[config.mk]
export PLATFORM = sky130hd
export DESIGN_NAME = elevator_call_scheduler
export DESIGN_NICKNAME = d
export VERILOG_FILES = /design/src/rtl/elevator_pkg.sv /design/src/rtl/elevator_floor_search.sv /design/src/rtl/elevator_call_scheduler.sv
export SDC_FILE = /design/constraint.sdc
export NUM_CORES = 1
export LEC_CHECK = 0
export ABC_CLOCK_PERIOD_IN_PS = 4200
export BUFFER_PORTS_ARGS = -buffer_cell sky130_fd_sc_hd__buf_2
export CORE_MARGIN = 3
export CORE_UTILIZATION = 51
export CTS_CLUSTER_SIZE = 20
export DETAILED_ROUTE_END_ITERATION = 6
export HOLD_SLACK_MARGIN = 0.12
export MAX_ROUTING_LAYER = met4
export PLACE_DENSITY = 0.86
export REMOVE_ABC_BUFFERS = 1
export SYNTH_ARGS = -nofsm -noshare
export SYNTH_HDL_FRONTEND = slang
export SYNTH_SLANG_ARGS = --single-unit
export TNS_END_PERCENT = 1
[constraint.sdc]
create_clock -name clk -period 4.2 [get_ports clk]
set_input_delay 0.84 -clock clk [delete_from_list [all_inputs] [get_ports clk]]
set_output_delay 0.84 -clock clk [all_outputs]
set_load 0.02 [all_outputs]
[src/rtl/elevator_pkg.sv]
`default_nettype none
// ============================================================================
// Package : elevator_pkg
// Brief   : Shared constants and types for the elevator call scheduler:
//           default floor count and index width, button-vector width,
//           travel-direction codes, FSM state encoding and the
//           floor-search modes used by elevator_floor_search.
// Revision: 1.0 - initial release
// ============================================================================
package elevator_pkg;

  localparam int NUM_FLOORS = 16;
  localparam int FLOOR_W    = 4;
  localparam int BTN_W      = 16;

  localparam logic [1:0] DIR_IDLE = 2'd0;
  localparam logic [1:0] DIR_UP   = 2'd1;
  localparam logic [1:0] DIR_DOWN = 2'd2;

  // State codes equal the direction codes so the direction outputs are a
  // plain decode of the state register.
  typedef enum logic [1:0] {
    ST_IDLE       = DIR_IDLE,
    ST_SERVE_UP   = DIR_UP,
    ST_SERVE_DOWN = DIR_DOWN
  } state_e;

  typedef enum logic [1:0] {
    SRCH_LOWEST_ABOVE  = 2'd0,
    SRCH_HIGHEST_ABOVE = 2'd1,
    SRCH_HIGHEST_BELOW = 2'd2,
    SRCH_LOWEST_BELOW  = 2'd3
  } search_mode_e;

endpackage
`default_nettype wire

[src/rtl/elevator_floor_search.sv]
`default_nettype none
// ============================================================================
// Module  : elevator_floor_search
// Brief   : Combinational priority search over a floor mask relative to a
//           reference floor. Returns the lowest/highest set bit strictly
//           above or strictly below ref_floor.
// Ports   : mask      in  BTN_W    candidate floors
//           ref_floor in  FLOOR_W  reference floor (excluded from search)
//           mode      in  2        search mode (search_mode_e)
//           found     out 1        a candidate exists
//           idx       out FLOOR_W  index of the candidate (0 when none)
// Revision: 1.0 - initial release
// ============================================================================
module elevator_floor_search #(
  parameter int FLOOR_W = elevator_pkg::FLOOR_W,
  parameter int BTN_W   = elevator_pkg::BTN_W
) (
  input  logic [BTN_W-1:0]            mask,
  input  logic [FLOOR_W-1:0]          ref_floor,
  input  elevator_pkg::search_mode_e  mode,
  output logic                        found,
  output logic [FLOOR_W-1:0]          idx
);
  import elevator_pkg::*;

  logic want_above;
  logic want_highest;

  assign want_above   = (mode == SRCH_LOWEST_ABOVE)  || (mode == SRCH_HIGHEST_ABOVE);
  assign want_highest = (mode == SRCH_HIGHEST_ABOVE) || (mode == SRCH_HIGHEST_BELOW);

  // Ascending scan: "lowest" keeps the first hit, "highest" keeps the last.
  always_comb begin
    found = 1'b0;
    idx   = '0;
    for (int i = 0; i < BTN_W; i++) begin
      if (mask[i] &&
          (want_above ? (i > int'(ref_floor)) : (i < int'(ref_floor))) &&
          (want_highest || !found)) begin
        found = 1'b1;
        idx   = FLOOR_W'(i);
      end
    end
  end

endmodule
`default_nettype wire

[src/rtl/elevator_call_scheduler.sv]
`default_nettype none
// ============================================================================
// Module  : elevator_call_scheduler
// Brief   : Latches cab and hall calls, picks the car's next destination in
//           SCAN (collective) order, clears calls as the door opens at a
//           floor, and parks an idle car at HOME_FLOOR after HOME_TIMEOUT
//           idle cycles.
// Ports   : clk, reset_n (async, active-low)
//           cab_buttons / hall_up / hall_down  in  16  call presses
//           current_floor in 4, car_moving in 1, door_open in 1
//           target_floor out 4, target_valid out 1 (registered)
//           dir_up / dir_down out 1 (state decode, mutually exclusive)
//           cab_lamps / hall_up_lamps / hall_down_lamps out 16 (pending calls)
// Revision: 1.0 - initial release
// ============================================================================
module elevator_call_scheduler #(
  parameter int NUM_FLOORS   = elevator_pkg::NUM_FLOORS,
  parameter int FLOOR_W      = elevator_pkg::FLOOR_W,
  parameter int HOME_FLOOR   = 0,
  parameter int HOME_TIMEOUT = 255
) (
  input  logic               clk,
  input  logic               reset_n,
  input  logic [15:0]        cab_buttons,
  input  logic [15:0]        hall_up,
  input  logic [15:0]        hall_down,
  input  logic [FLOOR_W-1:0] current_floor,
  input  logic               car_moving,
  input  logic               door_open,
  output logic [FLOOR_W-1:0] target_floor,
  output logic               target_valid,
  output logic               dir_up,
  output logic               dir_down,
  output logic [15:0]        cab_lamps,
  output logic [15:0]        hall_up_lamps,
  output logic [15:0]        hall_down_lamps
);
  import elevator_pkg::*;

  localparam int CNT_W = (HOME_TIMEOUT < 2) ? 1 : $clog2(HOME_TIMEOUT + 1);

  // Registers
  logic [BTN_W-1:0]   cab_q, cab_d;
  logic [BTN_W-1:0]   hup_q, hup_d;
  logic [BTN_W-1:0]   hdn_q, hdn_d;
  state_e             state_q, state_d;
  logic [FLOOR_W-1:0] target_floor_q, target_floor_d;
  logic               target_valid_q, target_valid_d;
  logic [CNT_W-1:0]   idle_cnt_q, idle_cnt_d;

  // Combinational helpers
  logic [BTN_W-1:0]   floor_mask, hup_mask, hdn_mask;
  logic [BTN_W-1:0]   all_calls, cur_onehot, home_set;
  logic [BTN_W-1:0]   mask_a, mask_c;
  logic               in_idle, idle_cond, at_cur;
  logic               a_found, b_found, c_found, d_found;
  logic [FLOOR_W-1:0] a_idx, b_idx, c_idx, d_idx;
  logic [FLOOR_W:0]   dist_up, dist_dn;

  // Valid button bits: floors beyond the top are ignored, the top floor has
  // no up call and the bottom floor has no down call.
  for (genvar g = 0; g < BTN_W; g++) begin : g_btn_mask
    assign floor_mask[g] = (g < NUM_FLOORS) ? 1'b1 : 1'b0;
    assign hup_mask[g]   = (g < NUM_FLOORS - 1) ? 1'b1 : 1'b0;
    assign hdn_mask[g]   = ((g > 0) && (g < NUM_FLOORS)) ? 1'b1 : 1'b0;
  end

  assign all_calls  = cab_q | hup_q | hdn_q;
  assign cur_onehot = BTN_W'(1) << current_floor;
  assign in_idle    = (state_q == ST_IDLE);
  assign at_cur     = |(all_calls & cur_onehot);
  assign idle_cond  = in_idle && !(|all_calls) && !door_open && !car_moving;

  // In IDLE the lowest-above / highest-below searches look at every call so
  // they yield the nearest call in each direction; while serving they look
  // only at calls that fit the SCAN sweep.
  assign mask_a = in_idle ? all_calls : (cab_q | hup_q);
  assign mask_c = in_idle ? all_calls : (cab_q | hdn_q);

  elevator_floor_search #(.FLOOR_W(FLOOR_W), .BTN_W(BTN_W)) u_srch_lowest_above (
    .mask(mask_a), .ref_floor(current_floor), .mode(SRCH_LOWEST_ABOVE),
    .found(a_found), .idx(a_idx)
  );
  elevator_floor_search #(.FLOOR_W(FLOOR_W), .BTN_W(BTN_W)) u_srch_highest_above (
    .mask(hdn_q), .ref_floor(current_floor), .mode(SRCH_HIGHEST_ABOVE),
    .found(b_found), .idx(b_idx)
  );
  elevator_floor_search #(.FLOOR_W(FLOOR_W), .BTN_W(BTN_W)) u_srch_highest_below (
    .mask(mask_c), .ref_floor(current_floor), .mode(SRCH_HIGHEST_BELOW),
    .found(c_found), .idx(c_idx)
  );
  elevator_floor_search #(.FLOOR_W(FLOOR_W), .BTN_W(BTN_W)) u_srch_lowest_below (
    .mask(hup_q), .ref_floor(current_floor), .mode(SRCH_LOWEST_BELOW),
    .found(d_found), .idx(d_idx)
  );

  assign dist_up = {1'b0, a_idx} - {1'b0, current_floor};
  assign dist_dn = {1'b0, current_floor} - {1'b0, c_idx};

  // Idle counter and home-call injection
  always_comb begin
    home_set   = '0;
    idle_cnt_d = idle_cnt_q;
    if ((HOME_TIMEOUT == 0) || !idle_cond) begin
      idle_cnt_d = '0;
    end else if (idle_cnt_q == CNT_W'(HOME_TIMEOUT - 1)) begin
      idle_cnt_d = '0;
      if (current_floor != FLOOR_W'(HOME_FLOOR)) begin
        home_set[HOME_FLOOR] = 1'b1;
      end
    end else begin
      idle_cnt_d = idle_cnt_q + CNT_W'(1);
    end
  end

  // Call registers. Clearing on the door_open level covers the rising edge
  // and also blocks re-latching at this floor while the door stays open.
  always_comb begin
    cab_d = (cab_q | (cab_buttons & floor_mask) | home_set)
            & ~(door_open ? cur_onehot : '0);
    hup_d = (hup_q | (hall_up & hup_mask))
            & ~((door_open && (state_q != ST_SERVE_DOWN)) ? cur_onehot : '0);
    hdn_d = (hdn_q | (hall_down & hdn_mask))
            & ~((door_open && (state_q != ST_SERVE_UP)) ? cur_onehot : '0);
  end

  // Next-state / target selection
  always_comb begin
    state_d        = state_q;
    target_floor_d = target_floor_q;
    target_valid_d = target_valid_q;
    case (state_q)
      ST_IDLE: begin
        target_valid_d = 1'b0;
        if (at_cur) begin
          target_floor_d = current_floor;
          target_valid_d = 1'b1;
        end else if (a_found && (!c_found || (dist_up <= dist_dn))) begin
          state_d        = ST_SERVE_UP;
          target_floor_d = a_idx;
          target_valid_d = 1'b1;
        end else if (c_found) begin
          state_d        = ST_SERVE_DOWN;
          target_floor_d = c_idx;
          target_valid_d = 1'b1;
        end
      end
      ST_SERVE_UP: begin
        target_valid_d = 1'b1;
        if (a_found) begin
          target_floor_d = a_idx;
        end else if (b_found) begin
          target_floor_d = b_idx;
        end else if (!car_moving) begin
          if (c_found || d_found) begin
            state_d        = ST_SERVE_DOWN;
            target_floor_d = c_found ? c_idx : d_idx;
          end else begin
            state_d        = ST_IDLE;
            target_valid_d = 1'b0;
          end
        end
      end
      ST_SERVE_DOWN: begin
        target_valid_d = 1'b1;
        if (c_found) begin
          target_floor_d = c_idx;
        end else if (d_found) begin
          target_floor_d = d_idx;
        end else if (!car_moving) begin
          if (a_found || b_found) begin
            state_d        = ST_SERVE_UP;
            target_floor_d = a_found ? a_idx : b_idx;
          end else begin
            state_d        = ST_IDLE;
            target_valid_d = 1'b0;
          end
        end
      end
      default: begin
        state_d        = ST_IDLE;
        target_valid_d = 1'b0;
      end
    endcase
  end

  always_ff @(posedge clk or negedge reset_n) begin
    if (!reset_n) begin
      cab_q          <= '0;
      hup_q          <= '0;
      hdn_q          <= '0;
      state_q        <= ST_IDLE;
      target_floor_q <= '0;
      target_valid_q <= 1'b0;
      idle_cnt_q     <= '0;
    end else begin
      cab_q          <= cab_d;
      hup_q          <= hup_d;
      hdn_q          <= hdn_d;
      state_q        <= state_d;
      target_floor_q <= target_floor_d;
      target_valid_q <= target_valid_d;
      idle_cnt_q     <= idle_cnt_d;
    end
  end

  assign target_floor    = target_floor_q;
  assign target_valid    = target_valid_q;
  assign dir_up          = (state_q == ST_SERVE_UP);
  assign dir_down        = (state_q == ST_SERVE_DOWN);
  assign cab_lamps       = cab_q;
  assign hall_up_lamps   = hup_q;
  assign hall_down_lamps = hdn_q;

endmodule
`default_nettype wire
# Yosys cells after proc, flatten, opt, wreduce, memory -nomap -nowiden
# Cells that the tools add are included.
totals:
  regBits: 63
  input_bits: 56
  output_inout_bits: 55
  word_cells: 376
op_classes:
  add_sub_neg: 3
  magnitude_cmp: 31
  n_eq_ne: 18
  shifts: 1
  mux: 166
  bitwise_logic: 14
  reduce_logical: 136
op_table:
  columns: ["cell", "n"]
  rows:
  - ["4-bit 2-to-1 mux", 43]
  - ["1-bit logical AND", 94]
  - ["1-bit 2-to-1 mux", 79]
  - ["16-bit AND", 4]
  - ["16-bit 2-to-1 mux", 4]
  - ["16-bit bitwise OR", 4]
  - ["3-bit 2-to-1 mux", 16]
  - ["16-bit NOT", 3]
  - ["2-bit 2-to-1 mux", 18]
  - ["4-bit greater-than comparator, first input constant", 8]
  - ["1-bit zero test", 32]
  - ["16-bit OR reduction", 2]
  - ["4-bit less-than comparator, first input constant", 7]
  - ["3-bit by 4-bit greater-than comparator with 1-bit output, first input constant", 4]
  - ["3-bit by 4-bit less-than comparator with 1-bit output, first input constant", 4]
  - ["8-bit 2-to-1 mux", 2]
  - ["2-bit inequality test, second input constant", 8]
  - ["16-bit by 1-bit bitwise OR with 16-bit output", 1]
  - ["16-bit by 15-bit bitwise OR with 16-bit output", 1]
  - ["1-bit by 4-bit << shifter with 16-bit output, first input constant", 1]
  - ["15-bit 2-to-1 mux", 1]
  - ["15-bit bitwise OR", 1]
  - ["4-bit by 1-bit inequality test with 1-bit output, second input constant", 3]
  - ["4-bit case mux with 3 select lines", 1]
  - ["other kinds (21)", 28]

# Depth between registers and ports, before layout
# Gate-level depths: netlist (run 1).
depth:
  ltp_word: 54
  ltp_mapped: 23
  mapped_depth_nobuf: 20

# Hierarchy
# Synthesis (run 1) repeated with hierarchy kept, for this count alone.
hier_totals:
  cells_unflattened: 1055
  hier_area_um2: 8104.0
modules_own_cells:
  columns: ["module", "instances", "cells_per_inst", "area_per_inst_um2", "seq_area_each_um2"]
  rows:
  - ["elevator_call_scheduler", 1, 450, 3952.5, 1576.5]
  - ["elevator_floor_search at u_srch_highest_above ...", 3, 154, 1081.0, 0.0]
  - ["elevator_floor_search at u_srch_lowest_below", 1, 143, 908.4, 0.0]

# Worst setup path after synthesis (run 1)
# OpenSTA, ideal clock, no wires.
synth_path:
  path_kind: "input-to-reg"
  startpoint: "in current_floor[3]"
  endpoint: "reg target_floor_q[3], in the netlist target_floor[3]"
  setup_ps: 95
  arrival_ps: 4534
  setup_slack_ps: -429
  cell_stages: 20
  path_cell_list: "buf_4 -> buf_2 -> buf_2 -> o31a_1 -> o22ai_1 -> or3_1 -> o31ai_1 -> a21oi_1 -> ha_1 -> fa_1 -> inv_1 -> ha_1 -> nor2b_1 -> o21a_1 -> o211ai_1 -> nand2_1 -> a31oi_4 -> mux2i_1 -> o211a_1 -> o31ai_1"
synth_via:
  elab_chain_len: 52
synth_rtl:
  columns: ["item", "line", "rtl"]
  rows:
  - ["start: declaration", "elevator_call_scheduler.sv:27", "input logic [FLOOR_W-1:0] current_floor,"]
  - ["1-bit by 4-bit greater-than comparator with 1-bit output", "elevator_floor_search.sv:38", "(want_above ? (i > int'(ref_floor)) : (i < int'(ref_floor))) &&"]
  - ["1-bit logical AND", "elevator_floor_search.sv:37", "if (mask[i] &&"]
  - ["1-bit 2-to-1 mux", "elevator_floor_search.sv:37", null]
  - ["1-bit zero test", "elevator_floor_search.sv:39", "(want_highest || !found)) begin"]
  - ["1-bit logical AND", "elevator_floor_search.sv:38", null]
  - ["1-bit 2-to-1 mux", "elevator_floor_search.sv:37", null]
  - ["1-bit zero test", "elevator_floor_search.sv:39", null]
  - ["1-bit logical AND", "elevator_floor_search.sv:38", null]
  - ["[36 not listed]", null, null]
  - ["4-bit 2-to-1 mux", "elevator_floor_search.sv:37", null]
  - ["4-bit by 4-bit subtractor with 5-bit output", "elevator_call_scheduler.sv:97", "assign dist_up = {1'b0, a_idx} - {1'b0, current_floor};"]
  - ["5-bit less-or-equal comparator", "elevator_call_scheduler.sv:138", "end else if (a_found && (!c_found || (dist_up <= dist_dn))) begin"]
  - ["1-bit logical OR", "elevator_call_scheduler.sv:138", null]
  - ["1-bit logical AND", "elevator_call_scheduler.sv:138", null]
  - ["4-bit 2-to-1 mux", "elevator_call_scheduler.sv:138", null]
  - ["4-bit 2-to-1 mux", "elevator_call_scheduler.sv:135", "if (at_cur) begin"]
  - ["4-bit case mux with 3 select lines", "elevator_call_scheduler.sv:132", "case (state_q)"]
  - ["end signal: assignment", "elevator_call_scheduler.sv:201", "target_floor_q <= target_floor_d;"]
  - ["end: declaration", "elevator_call_scheduler.sv:47", "logic [FLOOR_W-1:0] target_floor_q, target_floor_d;"]
# Parallel ways exist; a longest one is shown, timed or not. The select of a mux whose other input is x is not followed.
# A chain may end at the register's enable or synchronous reset.

# Final worst setup path (run 1)
layout_path:
  startpoint: "in current_floor[1]"
  endpoint: "reg target_floor_q[2], in the netlist target_floor[2]"
# Same word-level chain as after synthesis.

==> metrics.md, run 1 <==
| Metric | Value |
|---|---|
| Actual slew at the worst max-slew pin | 1040 ps |
| Switching power | 1.09 mW |
| Final count of hold timing violations | 0 |
| Sequential Power Share | 0.264 |
| Yosys top cell area share | 0.299 |
| Die area | 11600 sq um |
| Period Utilization, post-route | 1.08 |
| First-pass GRT wire length | 33700 um |
| Layout cell share with drive strength beyond 1 | 0.373 |
| Met2 WL | 10000 um |
| Sw Ratio | 0.404 |
| Minimum clock period | 4550 ps |
| Top cells by area, synth | dfrtp_1 (30%), a21oi_1 (7.2%), nor2_1 (7.0%), ha_1 (4.5%), a211oi_1 (3.8%) |
| Core area | 9910 sq um |
| Peak Freq | 220 MHz |
| Worst EP arrival | 4790 ps |
| Cts bufs inserted | 9 |
| Critical path class | input pin to register |
| Number of global-route vias before repair | 6364 |
| Total GRT Usage | 0.388 |
| M1 WL | 8660 um |
| HP Class | register to register |
| Metal3 WL | 1880 um |
| CP required | 4450 ps |
| CP Launch Type | input pin |
| Vias | 6559 |
| Ant diodes | 0 |
| GRT overflow | 0 |
| # setup viols final | 6 |
| Most frequent cell after synthesis | nor2_1 |
| Nets | 973 |
| Count of cell types in the netlist | 85 |
| Final WS setup | -346 ps |
| Yosys Warn Count | 0 |
| Top sig layer | met4 |
| Failing checks | setup timing |
| Htree depth | 3 |
| Slowest-stage cell, CP | fa_2 |
| Crit. Startpoint | current_floor[1] |
| Clk sinks | 63 |
| Internal | 1.61 mW |
| Count of state elements after synthesis | 63 |
| Initial antenna violation count | 0 |
| Synth-to-layout area growth | 40.9% |
| Main synth FF type | dfrtp_1 |
| GPL Wtd Cong | 1.04 |
| Cell row count | 36 |
| CP Capture Type | register |
| Worst Path Max Fanout | 12 |
| Synthesized area | 5280 sq um |
| Worst r2r src | state_q[1] |
| Initial Util | 0.533 |
| Combinational fraction of design power | 0.501 |
| Critical-path cell list | buf_2 -> buf_12 -> a211o_1 -> buf_4 -> a211oi_1 -> o21a_1 -> o211ai_1 -> nand2_1 -> ha_2 -> inv_2 -> fa_2 -> inv_1 -> ha_4 -> nor2b_4 -> o21a_1 -> o211ai_1 -> nand2_1 -> a31oi_4 -> buf_4 -> mux2i_1 -> o2111ai_1 -> nand3_1 |
| Maxcap violations | 0 |
| Max-slew headroom | 0.303 |
| DRC violation count after routing | 0 |
| Drt pass-1 iters | 7 |
| Clock-pin slew on the worst setup and hold paths | 80 ps |
| Outcome | complete, but fails checks |
| DRT antenna net count | 0 |
| Mean post-synth cell area | 8.00 sq um |
| Top post-synthesis cells by count | nor2_1 (99), a21oi_1 (76), dfrtp_1 (63) |
| Clock Skew | 12.2 ps |
| Top Ports | 111 |
| Clock power share | 0.235 |
| DIE HEIGHT | 108 um |
| Vias per cell | 6.34 |
| Post-detail-place hpwl | 16600 um |
| Largest area contributor in the netlist | dfrtp_1 |
| Power per Cell Area | 362 nW/um^2 |
| Async set or reset register ratio after synthesis | 1.00 |
| Post-place setup slack | -644 ps |
| Register area share after synthesis | 0.299 |
| Die width | 108 um |
| Post-route cell area | 7430 sq um |
| Port Buf Inserts | 108 |
| P_leak | 3.06 nW |
| Root Driver | clkbuf_8 |
| Final core occ | 0.750 |
| DRT iter0 DRCs | 621 |
| Placed cell areas | 6930 sq um |
| Slew Viols, Final | 0 |
| Clk buf depth | 2 |
| Crit path buf inv count | 6 |
| Max incr delay on CP | 520 ps |
| Largest net degree at the start of global routing | 38 |
| RSZ-0062 raised after global routing | true |
| Post-Route WL | 21800 um |
| HP Start | target_floor[3] |
| Max rail drop VDD | 0.000342 V |
| Routed len/inst | 21.1 um |
| Clk_lat worst skew | 360 ps |
| Synth Instances | 660 |
| Final setup TNS | -1710 ps |
| CTS tree | yes |
| CP top delay family | compound AO/OA/AOI/OAI gates |
| Post-synth EDFFs | 0 |
logic make-up (layout without fill, tap and decap cells):
family                   after synthesis  in the layout  share of synthesized area
multiplexers                           5              5                    0.00996
AO/OA/AOI/OAI                        242            242                      0.322
buffers and inverters                 58            299                     0.0519
XOR/XNOR                              10             10                     0.0166
adder cells (fa/ha/maj)               22             22                     0.0545
flip-flops                            63             63                      0.299
AND/OR/NAND/NOR                      260            260                      0.246
through the flow:
stage                     std cells  power, mW  hold WS, ps
after floorplan                 629       1.35          454
after global placement         1011       1.83          458
after detailed placement       1011       1.86          462
after CTS                      1031       2.55          480
after global routing           1034       2.81          504
final                          1034       2.69          474
sequential cells by signal, indices dropped and copies added, names as in the netlist:
signal	cells
hall_down_lamps	16
state_q	2
target_valid	1
idle_cnt_q	8
target_floor	4
cab_lamps	16
hall_up_lamps	16
power groups by stage:
stage / combinational [mW] / sequential (mW) / clock, mW
after floorplan: 0.570 / 0.784 / 0
after global routing: 1.43 / 0.716 / 0.665
final: 1.35 / 0.710 / 0.633
after global placement: 1.11 / 0.713 / 0
after detailed placement: 1.15 / 0.717 / 0
after CTS: 1.21 / 0.706 / 0.635
routing by layer:
metal / vias up / track usage
met5: - / -
met4: 0 / 0.217
met3: 84 / 0.0570
met2: 405 / 0.604
met1: 3107 / 0.483
li1: 2963 / -
cell usage in the layout, fill, tap and decap left out, drive strengths merged, types with 7 or more instances in the layout:
cell    synthesis  layout
a211o          19      19
a211oi         27      27
a21o            7       7
a21oi          77      77
a31oi           7       7
and2           10      10
and3            8       8
buf            19     256
clkbuf         12      10
dfrtp          63      63
ha             19      19
inv            26      27
nand2          44      44
nand2b          7       7
nand3          19      19
nor2          100     100
nor2b           8       8
nor3           33      33
nor4            8       8
o21ai          21      21
o31ai          12      12
o32ai          10      10
final cells by class:
type / count / area [sq um]
multi-input cells: 539 / 3640
flip-flops and latches: 63 / 1580
well taps: 133 / 166
repair buffers: 256 / 1720
clock inverters: 6 / 92.6
clock buffers: 10 / 138
fillers: 775 / 2470
inverters: 27 / 101
path summary, 6_finish.rpt:
path	end	slack, ps	depth (start not counted)
worst max-delay path	target_floor[2]	-350	22
worst min-delay path	target_floor[3]	470	2
worst max register to register	target_floor[2]	-330	23
worst min register to register	target_floor[3]	470	2
max in group asynchronous	hall_down_lamps[6]	2760	2
min in group asynchronous	target_valid	500	1
tightest hold or removal path, cell delays in order, from the launching register on:
cell and delay [ps]:
dfrtp_1 340, nand2_1 50, o31ai_1 50
repair_timing:
| item | 4_1_cts | 5_1_grt |
|---|---|---|
| pin swaps | 7 | 21 |
| endpoints found under the setup margin | 6 | 6 |
| resized for setup | 18 | 33 |
| hold endpoints to repair | 0 | 0 |
| setup buffers | 4 | 3 |
| hold buffers | 0 | 0 |
(Power assumes the default switching activity.)
==> inputs of run 2 (changes only) <==
CORE_MARGIN = 10   (was 3)
CORE_UTILIZATION = 54   (was 51)
PLACE_DENSITY = 0.87   (was 0.86)
SKIP_CTS_REPAIR_TIMING = 1   (was default)
SYNTH_HIERARCHICAL = 1   (was default)
==> run 2 against run 1 <==
  * The run still ends with setup timing left
  * Fmax shrank 12%
  * Count of clock-buffer cells in the layout is 1 lower
  * Power is 26% higher
  * Largest power group unchanged
  * Sequential share of layout area fell by 6.0 points
  * Clock skew fell by 7.2 ps
  * Critical path depth rose by 3
  * Largest cell class unchanged
  * Sequential cell count unchanged
  * Highest routed layer unchanged
==> metrics.md, run 2 <==
| Metric | Value |
|---|---|
| Outcome | complete, but fails checks |
| Failing checks | setup timing |
| Max incr delay on CP | 490 ps |
| Synth Instances | 1055 |
| Slew Viols, Final | 0 |
| Largest net degree at the start of global routing | 49 |
| Most frequent cell after synthesis | nor2_1 |
| Clock-pin slew on the worst setup and hold paths | 60 ps |
| Ant diodes | 0 |
| Worst EP arrival | 5380 ps |
| Fill cells | 1155 |
| P_leak | 4.24 nW |
| Mean post-synth cell area | 7.68 sq um |
| Clk_lat worst skew | 340 ps |
| Actual slew at the worst max-slew pin | 777 ps |
| Routed len/inst | 21.1 um |
| Number of global-route vias before repair | 9472 |
| CP Capture Type | register |
| Synthesized area | 8100 sq um |
| Root Driver | clkbuf_16 |
| Async set or reset register ratio after synthesis | 1.00 |
| RSZ-0062 raised after global routing | true |
| Vias per cell | 6.74 |
| WHS | 512 ps |
| Clk sinks | 63 |
| Max-slew headroom | 0.475 |
| Largest family of logic cells by synthesized area | compound AO/OA/AOI/OAI gates |
| Yosys Warn Count | 6 |
| Synth Area in Adders | 0.0466 |
| Synth-to-layout area growth | 27.6% |
| CP top delay family | simple AND/OR/NAND/NOR gates |
| Clock Skew | 4.99 ps |
| Total GRT Usage | 0.301 |
| CP required | 4420 ps |
| Vias | 10100 |
| Max rail drop VDD | 0.000208 V |
| Count of state elements after synthesis | 63 |
| Top post-synthesis cells by count | nor2_1 (127), a21oi_1 (112), nand2_1 (74) |
| Drt pass-1 iters | 7 |
| Final setup TNS | -5390 ps |
| M1 WL | 11800 um |
| Met2 WL | 14800 um |
| # setup viols final | 6 |
| Count of cell types in the netlist | 99 |
| Htree depth | 3 |
| Post-synthesis compound-gate area fraction | 0.384 |
| Top cells by area, synth | dfrtp_1 (19%), a21oi_1 (6.9%), nor2_1 (5.9%), ha_1 (4.2%), a211o_1 (3.7%) |
| Yosys top cell area share | 0.195 |
| Synth Area in Simple Gates | 0.284 |
| First-pass GRT wire length | 48300 um |
| Minimum clock period | 5160 ps |
| HP Class | register to register |
| Critical path class | register to register |
| CP Launch Type | register |
| GPL Wtd Cong | 1.07 |
| Final WS setup | -961 ps |
| Multiplexer share of the synthesized area | 0.00834 |
| Register area share after synthesis | 0.195 |
| Period Utilization, post-route | 1.23 |
| Commonest cells after routing, fill and taps aside | buf_4 (192), nor2_1 (127), a21oi_1 (110) |
| CTS tree | yes |
| Post-Route WL | 31600 um |
| Main synth FF type | dfrtp_1 |
| DIE HEIGHT | 143 um |
| Maxcap violations | 0 |
| Slowest-stage cell, CP | or3b_1 |
| Nets | 1393 |
| Post-detail-place hpwl | 24000 um |
| Clk buf depth | 2 |
| Post-synth EDFFs | 0 |
| Final count of hold timing violations | 0 |
| Port Buf Inserts | 108 |
| Tot Pwr | 3.40 mW |
| DRT antenna net count | 0 |
| GRT overflow | 0 |
| Power per Cell Area | 329 nW/um^2 |
| Layout cell share with drive strength beyond 1 | 0.324 |
| Die area | 20300 sq um |
| Top Ports | 111 |
| Worst Path Max Fanout | 9 |
| Core area | 14600 sq um |
| Largest area contributor in the netlist | dfrtp_1 |
| DRC violation count after routing | 0 |
| Cts bufs inserted | 9 |
| Xor/xnor share of the synthesized area | 0.0108 |
| Top sig layer | met4 |
| Initial antenna violation count | 0 |
| DRT iter0 DRCs | 1488 |
| Crit path buf inv count | 3 |
| Commonest non-fill, non-tap cell in the layout | buf_4 |
| Die width | 143 um |
| Peak Freq | 194 MHz |
| Initial Util | 0.553 |
| Metal3 WL | 3220 um |
| Cell row count | 44 |
## run 2: kinds of logic (layout without fill, tap and decap cells)
family	count (synthesis)	count (layout)
adder cells (fa/ha/maj)	29	29
other	2	12
AND/OR/NAND/NOR	413	413
buffers and inverters	106	353
AO/OA/AOI/OAI	426	426
flip-flops	63	63
multiplexers	6	6
XOR/XNOR	10	10
## run 2: through the flow
| stage | util | area [sq um] | instances | setup WS (ps) |
|---|---|---|---|---|
| after floorplan | - | 7700 | 996 | -1160 |
| after global placement | 0.678 | 9930 | 1480 | -927 |
| final | 0.706 | 10300 | 1496 | -961 |
| after detailed placement | 0.678 | 9930 | 1480 | -1040 |
| after global routing | 0.706 | 10300 | 1496 | -1130 |
| after CTS | 0.697 | 10200 | 1495 | -984 |
## run 2: path summary, 6_finish.rpt
| check | start | slack (ps) | depth (start not counted) | end |
|---|---|---|---|---|
| max in group asynchronous | reset_n | 2730 | 2 | hall_up_lamps[12] |
| hold reg to reg | idle_cnt_q[0] | 510 | 1 | idle_cnt_q[0] |
| setup reg to reg | state_q[1] | -960 | 25 | state_q[0] |
| min in group asynchronous | reset_n | 580 | 1 | hall_up_lamps[7] |
| hold / removal | idle_cnt_q[0] | 510 | 1 | idle_cnt_q[0] |
| setup / recovery | state_q[1] | -960 | 25 | state_q[0] |
## run 2: power by group
group / leakage (nW) / switching (mW) / internal (mW)
logic: 3.47 / 1.14 / 0.860
clock network: 0.128 / 0.298 / 0.399
registers: 0.642 / 0.0412 / 0.666
## run 2: final cells by class
type                       instances  area [sq um]  share of cell area
clock buffer                       9           225              0.0218
clock inverter                     6          46.3             0.00448
inverter                          37           139              0.0134
multi-input combinational        896          6130               0.593
sequential                        63          1580               0.153
tap                              184           230              0.0223
timing repair buffer             301          1990               0.193
## run 2: worst register-to-register path: stages, from the launching register on
cell	delay (ps)
dfrtp_1	360
inv_2	60
ha_4	220
a211o_4	380
or2b_4	220
o32ai_4	120
nor4b_4	340
nand4_1	300
or3b_1	490
o221ai_1	90
o21ai_1	110
a41oi_2	220
inv_1	70
ha_2	170
inv_2	70
fa_2	220
a21o_1	150
a21oi_2	80
ha_4	300
nand3_2	90
o21bai_4	180
a31oi_4	190
nand2b_4	190
o22a_1	130
nor2_1	40
mux2_4	260
## run 2: layer usage
metal,GRT usage,up-vias
met5,-,-
met4,0.170,0
met3,0.0698,170
met2,0.486,685
met1,0.337,4747
li1,-,4476
==> inputs of run 3 (changes only) <==
MAX_ROUTING_LAYER = default   (was met4)
TNS_END_PERCENT = default   (was 1)
==> run 3 against run 2 <==
  * The flow finishes with violations (DRC, setup timing)
  * Largest power group unchanged
  * Critical path depth rose by 2
  * Highest routed layer is now met5
  * Die area did not move
  * Non-clock buffer count rose by 7
  * Global-route usage rose by 0.27 points
  * Sequential power barely moved
==> metrics.md, run 3 (synthesis gave the netlist of run 2 again) <==
| Metric | Value |
|---|---|
| Outcome | complete, but fails checks |
| Failing checks | DRC, setup timing |
| Cts bufs inserted | 9 |
| Nets | 1400 |
| HP Start | idle_cnt_q[0] |
| Placed cell areas | 9950 sq um |
| Clk sinks | 63 |
| DRT antenna net count | 0 |
| Initial Util | 0.553 |
| Root Driver | clkbuf_16 |
| CP required | 4430 ps |
| Setup slack, reg-to-reg | -920 ps |
| Post-place setup slack | -1060 ps |
| WHS | 512 ps |
| DRC violation count after routing | 8 |
| Dpl cells | 1483 |
| Layout cell share with drive strength beyond 1 | 0.337 |
| R2R Path End | state_q[0] |
| Largest net degree at the start of global routing | 38 |
| R2R cell count | 27 |
| First-pass GRT wire length | 50300 um |
| Actual slew at the worst max-slew pin | 917 ps |
| Worst Hold End | idle_cnt_q[0] |
| Max-slew headroom | 0.384 |
| Top Ports | 111 |
| Hold Path Depth | 1 |
| Vias | 10500 |
| Critical path class | register to register |
| GPL Wtd Cong | 1.04 |
| Post-detail-place hpwl | 23700 um |
| # setup viols final | 6 |
| Post-route cell area | 10500 sq um |
| Core area | 14600 sq um |
| Minimum clock period | 5120 ps |
| CTS tree | yes |
| Drt pass-1 iters | 7 |
| DIE HEIGHT | 143 um |
| Final Non-Filler Cells | 1505 |
| Peak Freq | 195 MHz |
| Worst EP arrival | 5350 ps |
| DRT iter0 DRCs | 1786 |
| RSZ-0062 raised after global routing | true |
| GRT overflow | 0 |
| Tot Pwr | 3.60 mW |
| Die area | 20300 sq um |
| P_leak | 4.32 nW |
| Post-Route WL | 33200 um |
| Worst r2r src | state_q[1] |
| Vias per cell | 6.96 |
| Clock-pin slew on the worst setup and hold paths | 60 ps |
| Power per Cell Area | 341 nW/um^2 |
| Fill cells | 1053 |
| Period Utilization, post-route | 1.22 |
| Max rail drop VDD | 0.000206 V |
| Maxcap violations | 0 |
| Cell row count | 44 |
| Commonest cells after routing, fill and taps aside | buf_4 (197), nor2_1 (125), a21oi_1 (110) |
| Port Buf Inserts | 108 |
| Final core occ | 0.720 |
| Commonest non-fill, non-tap cell in the layout | buf_4 |
| Final setup TNS | -5140 ps |
| Worst Path Max Fanout | 6 |
| Total GRT Usage | 0.303 |
| Die width | 143 um |
| Routed len/inst | 22.1 um |
| Clk_lat worst skew | 340 ps |
| Clock Skew | 11.2 ps |
| CP Capture Type | register |
| Initial antenna violation count | 1 |
| Number of global-route vias before repair | 9794 |
| Synth-to-layout area growth | 30.0% |
| Clk buf depth | 2 |
| Final count of hold timing violations | 0 |
| Htree depth | 3 |
| Slew Viols, Final | 0 |
| CP Launch Type | register |
| Final WS setup | -924 ps |
| HP Class | register to register |
## run 3: changes by cell type in the layout (fill, tap and decap cells not counted), moves of 2 or more
cell | previous run | this run
buf_4 | 192 | 197
a211o_1 | 33 | 30
a211o_4 | 1 | 4
bufinv_16 | 0 | 2
clkinvlp_4 | 2 | 0
nor2_1 | 127 | 125
nor2_2 | 0 | 2
## run 3: final cells by class
type                       instances  area (sq um)  share of cell area
tap                              184           230              0.0218
sequential                        63          1580               0.150
antenna                            1          2.50            0.000237
inverter                          37           139              0.0132
clock inverter                     6          91.3             0.00867
multi-input combinational        896          6200               0.589
clock buffer                      10           239              0.0227
timing repair buffer             308          2060               0.195
## run 3: worst max-delay path by stage
stage	startpoint	to	slack, ps	cells past startpoint
finish	state_q[1]	state_q[0]	-920	27
floorplan	state_q[0]	state_q[0]	-1160	25
CTS	state_q[0]	state_q[0]	-1020	26
global route	state_q[0]	state_q[0]	-1090	27
detailed placement	current_floor[1]	state_q[0]	-1060	23
global placement	current_floor[1]	state_q[0]	-960	24
## run 3: power breakdown
group	switching (mW)	internal [mW]
clock	0.305	0.539
sequential	0.0410	0.666
combinational	1.18	0.868
total	1.52	2.07
## run 3: layer usage
metal  share of wire  wire length, um  track usage  up-vias
met5         0.00045               15            0        -
met4           0.069             2300        0.172        2
met3            0.12             3880       0.0571      247
met2            0.46            15200        0.503      859
met1            0.36            11900        0.361     4875
li1                -                -            -     4486
## run 3: critical path: stages, from the launching register on
cell and delay (ps):
dfrtp_1 360, inv_2 60, ha_4 210, buf_8 160, a211o_4 370, o2bb2ai_4 170
o22ai_4 90, nor4b_4 330, nand4_1 150, buf_6 170, or3b_4 400, o221ai_2 70
o21ai_1 110, a41oi_2 230, inv_1 80, ha_2 180, inv_2 70, a21o_1 120
a21oi_1 80, xnor2_1 150, ha_1 340, nand3_2 100, o21bai_2 210, a31oi_4 170
nand2b_4 180, o22a_1 120, nor2_1 40, mux2_1 280
